## src/rtl/fwd_hazard_unit.sv

```systemverilog
// fwd_hazard_unit: EX-stage operand bypass selection plus ID-stage stall
// generation for load-use, pending multi-cycle writebacks and mul/div
// occupancy. A per-register pending scoreboard and an outstanding-op counter
// track multi-cycle ops between issue and completion.
// Optional build macro: FWD_HAZARD_STATS_EN adds three 32-bit event counters.
module fwd_hazard_unit #(
    parameter int unsigned NUM_SRC  = 2,
    parameter int unsigned REG_AW   = 5,
    parameter int unsigned MC_DEPTH = 4
) (
    input  logic                             clk,
    input  logic                             rst,
    input  logic [NUM_SRC-1:0][REG_AW-1:0]   id_rs,
    input  logic [NUM_SRC-1:0]               id_rs_used,
    input  logic                             id_mc_issue,
    input  logic [REG_AW-1:0]                id_rd,
    input  logic [REG_AW-1:0]                id_ex_rd,
    input  logic                             id_ex_memread,
    input  logic [NUM_SRC-1:0][REG_AW-1:0]   ex_rs,
    input  logic [REG_AW-1:0]                ex_mem_rd,
    input  logic                             ex_mem_regwrite,
    input  logic [REG_AW-1:0]                mem_wb_rd,
    input  logic                             mem_wb_regwrite,
    input  logic                             mc_done,
    input  logic [REG_AW-1:0]                mc_done_rd,
    output logic [NUM_SRC-1:0][1:0]          fw_sel,
    output logic                             stall,
    output logic                             mc_busy
`ifdef FWD_HAZARD_STATS_EN
    ,
    output logic [31:0]                      stat_stall_cyc,
    output logic [31:0]                      stat_fwd_cnt,
    output logic [31:0]                      stat_mc_fwd_cnt
`endif
);

    localparam int unsigned NUM_REGS = 1 << REG_AW;
    localparam int unsigned CNT_W    = $clog2(MC_DEPTH + 1);

    localparam logic [1:0] SEL_RF  = 2'b00;
    localparam logic [1:0] SEL_WB  = 2'b01;
    localparam logic [1:0] SEL_MEM = 2'b10;
    localparam logic [1:0] SEL_MC  = 2'b11;

    logic [NUM_REGS-1:0] pending;
    logic [NUM_REGS-1:0] pending_nxt;
    logic [CNT_W-1:0]    mc_cnt;
    logic [CNT_W-1:0]    mc_cnt_nxt;

    logic load_use_c;
    logic pend_haz_c;
    logic waw_c;
    logic ovf_c;
    logic acc_issue_c;
    logic cnt_dec_c;

    // Per-operand bypass select; youngest producer wins, x0 never forwards
    always_comb begin
        for (int unsigned i = 0; i < NUM_SRC; i++) begin
            fw_sel[i] = SEL_RF;
            if (ex_rs[i] != '0) begin
                if (ex_mem_regwrite && (ex_mem_rd == ex_rs[i])) begin
                    fw_sel[i] = SEL_MEM;
                end else if (mc_done && (mc_done_rd == ex_rs[i])) begin
                    fw_sel[i] = SEL_MC;
                end else if (mem_wb_regwrite && (mem_wb_rd == ex_rs[i])) begin
                    fw_sel[i] = SEL_WB;
                end
            end
        end
    end

    // Operand-driven stall terms: load-use and reads of pending registers
    always_comb begin
        load_use_c = 1'b0;
        pend_haz_c = 1'b0;
        for (int unsigned i = 0; i < NUM_SRC; i++) begin
            if (id_rs_used[i]) begin
                if (id_ex_memread && (id_ex_rd != '0) && (id_ex_rd == id_rs[i])) begin
                    load_use_c = 1'b1;
                end
                if ((id_rs[i] != '0) && pending[id_rs[i]]
                    && !(mc_done && (mc_done_rd == id_rs[i]))) begin
                    pend_haz_c = 1'b1;
                end
            end
        end
    end

    // Issue-driven stall terms and the combined stall
    always_comb begin
        waw_c       = id_mc_issue && (id_rd != '0) && pending[id_rd]
                      && !(mc_done && (mc_done_rd == id_rd));
        ovf_c       = id_mc_issue && mc_busy && !mc_done;
        stall       = load_use_c | pend_haz_c | waw_c | ovf_c;
        acc_issue_c = id_mc_issue & ~stall;
    end

    // Scoreboard next state: clear on completion, then set on accepted issue
    always_comb begin
        pending_nxt = pending;
        if (mc_done) begin
            pending_nxt[mc_done_rd] = 1'b0;
        end
        if (acc_issue_c && (id_rd != '0)) begin
            pending_nxt[id_rd] = 1'b1;
        end
        pending_nxt[0] = 1'b0;

        cnt_dec_c  = mc_done && (mc_cnt != '0);
        mc_cnt_nxt = mc_cnt;
        if (acc_issue_c && !cnt_dec_c) begin
            mc_cnt_nxt = mc_cnt + CNT_W'(1);
        end else if (!acc_issue_c && cnt_dec_c) begin
            mc_cnt_nxt = mc_cnt - CNT_W'(1);
        end
    end

    // Scoreboard and occupancy registers
    always_ff @(posedge clk or posedge rst) begin
        if (rst) begin
            pending <= '0;
            mc_cnt  <= '0;
            mc_busy <= 1'b0;
        end else begin
            pending <= pending_nxt;
            mc_cnt  <= mc_cnt_nxt;
            mc_busy <= (mc_cnt_nxt == CNT_W'(MC_DEPTH));
        end
    end

`ifdef FWD_HAZARD_STATS_EN
    logic any_fwd_c;
    logic any_mc_fwd_c;

    // Reduce the per-operand selects to per-cycle event flags
    always_comb begin
        any_fwd_c    = 1'b0;
        any_mc_fwd_c = 1'b0;
        for (int unsigned i = 0; i < NUM_SRC; i++) begin
            if (fw_sel[i] != SEL_RF) begin
                any_fwd_c = 1'b1;
            end
            if (fw_sel[i] == SEL_MC) begin
                any_mc_fwd_c = 1'b1;
            end
        end
    end

    // Wrapping event counters
    always_ff @(posedge clk or posedge rst) begin
        if (rst) begin
            stat_stall_cyc  <= '0;
            stat_fwd_cnt    <= '0;
            stat_mc_fwd_cnt <= '0;
        end else begin
            stat_stall_cyc  <= stat_stall_cyc  + 32'(stall);
            stat_fwd_cnt    <= stat_fwd_cnt    + 32'(any_fwd_c);
            stat_mc_fwd_cnt <= stat_mc_fwd_cnt + 32'(any_mc_fwd_c);
        end
    end
`endif

endmodule

```

## config.mk

```make
export PLATFORM = sky130hd
export DESIGN_NAME = fwd_hazard_unit
export DESIGN_NICKNAME = d
export VERILOG_FILES = /design/src/rtl/fwd_hazard_unit.sv
export SDC_FILE = /design/constraint.sdc
export NUM_CORES = 1
export LEC_CHECK = 0
export CAP_MARGIN = 10
export CORE_MARGIN = 8
export CORE_UTILIZATION = 54
export CTS_CLUSTER_SIZE = 20
export DETAILED_ROUTE_END_ITERATION = 16
export HOLD_SLACK_MARGIN = 0.12
export PLACE_DENSITY = 0.87
export SLEW_MARGIN = 20
export SYNTH_ARGS = -nofsm -noshare
export SYNTH_HDL_FRONTEND = slang
export SYNTH_SLANG_ARGS = --single-unit
```

## constraint.sdc

```tcl
create_clock -name clk -period 3.3 [get_ports clk]
set_input_delay 0.495 -clock clk [delete_from_list [all_inputs] [get_ports clk]]
set_output_delay 0.495 -clock clk [all_outputs]
set_load 0.01 [all_outputs]
```

; After elaboration in Yosys (flattened, before gate mapping)
; Index checks and enable logic that the tools add are counted.
[classes]
n_mux = 30
n_reduce_logical = 40
eq_ne = 12
n_lt_le_gt_ge = 6
addsub = 2
n_bitwise = 8
[ops]
columns = op, count
row1 = two-way mux 32 bit, 2
row2 = equality test 5 bit, 11
row3 = bitwise AND 32 bit, 1
row4 = NOT 32 bit, 1
row5 = bitwise OR 32 bit, 1
row6 = nonzero test 5 bit, 6
row7 = logical AND 1 bit, 27
row8 = less-than comparator 5 x 6 -> 1 bit (second input constant), 4
row9 = binary-select mux 1 bit (select 5 bit), 3
row10 = two-way mux 1 bit, 15
row11 = two-way mux 2 bit, 6
row12 = demux 1 bit (select 5 bit), 2
row13 = >= comparator 5 x 1 -> 1 bit (second input constant), 2
row14 = zero test 1 bit, 6
row15 = two-way mux 3 bit, 2
row16 = adder 3 x 1 -> 3 bit (second input constant), 1
row17 = equality test 3 bit (second input constant), 1
row18 = bitwise OR 1 bit, 3
row19 = nonzero test 3 bit, 1
row20 = subtractor 3 x 1 -> 3 bit (second input constant), 1
row21 = bitwise AND 1 bit, 1
row22 = NOT 1 bit, 1
[totals]
word_cells = 101
out_inout_bits = 6
ff_bits = 35

; Longest topological paths before layout
[depth]
depth_word = 18
ltp_mapped = 10
ltp_nobuf = 8

; Least setup slack after synthesis
; No wires, ideal clock.
[synth_path]
kind = in2reg
startpoint = input id_rd[1]
endpoint = register pending[4]
arrival_time_ns = 2.567
n_path_buf = 2
stages = 10
required_time_ns = 3.209
path_slack_ns = 0.642
cell_sequence = clkbuf_1 > buf_1 > mux2i_1 > o22ai_1 > o22ai_1 > o211a_1 > o21a_4 > nand3_4 > or4b_4 > o31ai_4
[synth_between]
elab_chain_len = 10
word_cells_on_any_way = 21
[synth_lines]
columns = element, line
row1 = from (decl), 16  ; input logic [REG_AW-1:0] id_rd,
row2 = "binary-select mux 1 bit (select 5 bit), or another cell as far along", 92  ; waw_c = id_mc_issue && (id_rd != '0) && pending[id_rd]
row3 = "two-way mux 1 bit (not written as such), or another cell as far along", 92
row4 = logical AND 1 bit or zero test 1 bit (tied branches), "92, 93"
row5 = logical AND 1 bit, 93  ; && !(mc_done && (mc_done_rd == id_rd));
row6 = bitwise OR 1 bit (2 in a row), 95  ; stall = load_use_c | pend_haz_c | waw_c | ovf_c;
row7 = NOT 1 bit, 96  ; acc_issue_c = id_mc_issue & ~stall;
row8 = bitwise AND 1 bit, 96
row9 = logical AND 1 bit, 105  ; if (acc_issue_c && (id_rd != '0)) begin
row10 = two-way mux 32 bit *, 105
row11 = named net pending_nxt[4], 46  ; logic [NUM_REGS-1:0] pending_nxt;
row12 = to (signal assigned), 126  ; pending <= pending_nxt;
row13 = to (decl), 45  ; logic [NUM_REGS-1:0] pending;
; Mark *: on every way through the listed nets, which the timed path passes. The rest lies on a longest branch. The select of a mux whose other input is x is not followed.

; Worst setup path after layout
[layout_path]
startpoint = input id_rs[1] (netlist name)
endpoint = output stall
[layout_between]
elab_chain_len = 11
word_cells_on_any_way = 21
[layout_lines]
columns = element, line
row1 = from (decl), 13  ; input logic [NUM_SRC-1:0][REG_AW-1:0] id_rs,
row2 = binary-select mux 1 bit (select 5 bit) or equality test 5 bit (tied branches), "82, 83"
row3 = two-way mux 1 bit (not written as such) or logical AND 1 bit (tied branches), "82, 83"
row4 = logical AND 1 bit or zero test 1 bit (tied branches), "82, 83"
row5 = logical AND 1 bit, 83  ; && !(mc_done && (mc_done_rd == id_rs[i]))) begin
row6 = two-way mux 1 bit, 82  ; if ((id_rs[i] != '0) && pending[id_rs[i]]
row7 = two-way mux 1 bit, 78  ; if (id_rs_used[i]) begin
row8 = two-way mux 1 bit, 82
row9 = two-way mux 1 bit, 78
row10 = bitwise OR 1 bit * (3 in a row), 95
row11 = to (decl), 27  ; output logic stall,
; Every way passes the cells marked *; elsewhere a longest branch is shown, timed or not. The select of a mux whose other input is x is not followed.

==> results.ini <==
[critical_path]
required_ns = 2.80
r2r_cells = 9
crit-reg2reg-capture = pending[17]
worst_r2r_startpoint = pending[3]
end_kind = output port
path_max_fanout = 2
setup.worst_path.start_class = input pin
cp_data_arrival_time_ns = 2.77
criticalPathCategory = in2out
ff2ff_setup_slack_ns = 0.47

[synth]
synthesis.area_per_instance_sq_um = 9.21
seq_area_frac_synth = 0.268
synth.cell_area_sq_mm = 0.00327
synth.distinct_cells = 51
postSynth.asyncResetShare = 1.00
yosys_most_used_dff = sky130_fd_sc_hd__dfrtp_1
number_of_standard_cells_after_synthesis = 355
synth-edff-count = 0
synth.ff_latch_count = 35
synth_warnings = 0
net_count_of_the_mapped_netlist = 412

[cells_and_area]
drive_gt1_frac = 0.185
diode_count = 0
finish.net_count = 500
final_core_util = 0.732
areaGrowthSynthToFinish_pct = 31.8

[die]
die_x_um = 93.8
io_pins = 60
placement_rows = 28
core_area_sq_mm = 0.00589
dieArea_sq_mm = 0.00880
initial_utilization = 0.555
die_h_um = 93.8

[worst_hold_path]
hold_path_class = in2async

[timing]
worst_slew_pin_slew_ns = 0.463
fmax_mhz = 307
timing.final.hold_violations = 0
post-route-min-period_ns = 3.26
timing.final.max_slew_violations = 0
fin_hold_ws_ns = 0.581
worst_clock_skew_ns = 0.0204
slew_headroom = 0.691
timing.final.crit_share = 0.988
totalNegativeSetupSlack_ns = 0
layout_setup_ws_ns = 0.0383
setup_violations = 0

[clocking]
cts_root_buf = sky130_fd_sc_hd__clkbuf_8
clock_tree.buffer_depth = 2
tritoncts = built
numClockSinks = 35
cts.clk_slew.worst_paths_ns = 0.09
level_count_of_the_clock_h_tree = 2
clkLatencyLatePin_ns = 0.30
cts-buffers-inserted = 5

[place]
place_worst_setup_slack_ns = -0.192
gp_congestion = 1.07
io_buffers = 59
place.detailed.hpwl_mm = 8.40

[drt]
detail_route.wirelength_mm = 10.8
drt_iter0_drc = 376
drtAntennaViolNets = 0
detail_route.drc_violations = 0
num_vias = 3428
viasPerCell = 6.61
detail_route.first_pass.iterations = 5
wl_per_cell_um = 20.9

[grt]
pin_count_of_the_biggest_net_entering_global_routing = 36
grt_pass1_wl_mm = 17.2
track_usage = 0.244
grt_antenna_before_repair = 0
grt_pass1_vias = 3441
remaining_global_route_overflow = 0

[power]
vdd_drop_max_mv = 0.404
leakage_power_of_the_design_nw = 1.73
power_density_mw_per_mm2 = 439

[run]
maxCapViolations = 0

[run_status]
run_status = finished, final reports clean

-- logic make-up after synthesis --
kind of cell             Yosys count  synth area share
multiplexers                      31             0.157
adder cells (fa/ha/maj)            3            0.0115
XOR/XNOR                          58             0.155
flip-flops                        35             0.268
AO/OA/AOI/OAI                     98             0.184
AND/OR/NAND/NOR                   99             0.179
buffers and inverters             31            0.0444
-- flip-flops by register name, summed over array words and instances, names as in the netlist --
register	count
mc_busy	1
pending	31
mc_cnt	3
-- worst max-delay path, stage by stage --
cell	delay (ns)
sky130_fd_sc_hd__clkdlybuf4s50_1	0.51
sky130_fd_sc_hd__mux2_2	0.36
sky130_fd_sc_hd__a2111oi_1	0.50
sky130_fd_sc_hd__nor4_1	0.12
sky130_fd_sc_hd__o211ai_2	0.22
sky130_fd_sc_hd__o21a_4	0.16
sky130_fd_sc_hd__nand2_1	0.09
sky130_fd_sc_hd__dlygate4sd2_1	0.31
-- power breakdown --
part,switching (mW),internal (mW)
logic,0.377,0.415
clock network,0.176,0.229
registers,0.149,0.545
-- cell usage after synthesis, drive strengths merged (2+ instances only) --
library cell,instances,share of area
a21oi,2,0.0031
clkbuf,9,0.010
o21ai,63,0.096
a31oi,6,0.011
or3b,4,0.011
o22ai,7,0.013
nand3b,9,0.021
dfrtp,35,0.27
nand2,14,0.016
mux4,16,0.11
nor2,13,0.015
o221ai,2,0.0054
xor2,37,0.099
nor2b,2,0.0038
mux2i,13,0.040
nor4,13,0.025
and3,5,0.0096
nand2b,5,0.0096
mux2,2,0.0069
buf,13,0.024
o211a,2,0.0061
or4,2,0.0046
a211oi,2,0.0046
ha,3,0.011
nand4,5,0.0096
nor3b,3,0.0069
inv,9,0.010
xnor2,21,0.056
or3,5,0.0096
nand3,7,0.015
nor3,8,0.012
o31ai,6,0.020
-- final cells by class --
class | count | area, sq um
clock inverters | 3 | 47.5
well taps | 75 | 93.8
multi-input cells | 289 | 2250
inverters | 9 | 33.8
flip-flops and latches | 35 | 876
repair buffers | 103 | 935
fillers | 407 | 1580
clock buffers | 5 | 68.8
-- timing repair --
action | in CTS | in global routing
hold buffers | 0 | 0
resized for setup | 3 | 1
setup endpoints to repair | 1 | 1
pin swaps | 0 | 1
buffers inserted | 0 | 1
hold endpoints to repair | 0 | 0
-- stage by stage --
stage | instance area [sq um] | total power, mW | cells
floorplan | 3270 | 1.15 | 355
global placement | 4180 | 1.42 | 510
detailed placement | 4180 | 1.46 | 510
CTS | 4300 | 1.87 | 518
global route | 4310 | 1.99 | 519
finish | 4310 | 1.89 | 519
-- placed cells by master (no fill, tap or decap), types with 14 or more instances in the layout --
cell	synthesis	routed
sky130_fd_sc_hd__dfrtp_1	35	35
sky130_fd_sc_hd__buf_4	1	43
sky130_fd_sc_hd__xnor2_1	21	21
sky130_fd_sc_hd__xor2_1	37	37
sky130_fd_sc_hd__clkdlybuf4s50_1	0	57
sky130_fd_sc_hd__mux4_2	16	16
sky130_fd_sc_hd__nand2_1	14	14
sky130_fd_sc_hd__o21ai_0	58	58
-- worst max-delay path by stage --
stage             start          to  slack [ns]  depth (start not counted)
6_report       id_rs[1]       stall        0.04                          8
5_1_grt        id_rs[1]       stall      -0.009                          8
4_1_cts        id_rs[0]       stall        0.06                          9
3_5_place_dp   id_rs[0]       stall       -0.19                          9
3_3_place_gp   id_rs[0]       stall       -0.09                          9
2_1_floorplan  id_rd[1]  pending[4]        0.64                         10
-- metal layers --
layer / GRT usage / part of all wire / routed length, um / up-vias
li1: - / - / - / 1515
met1: 0.319 / 0.41 / 4480 / 1646
met2: 0.387 / 0.46 / 4960 / 234
met3: 0.0400 / 0.099 / 1070 / 33
met4: 0.110 / 0.030 / 329 / 0
met5: 0 / 0 / 0 / -
Power figures use the tool's default switching activity.
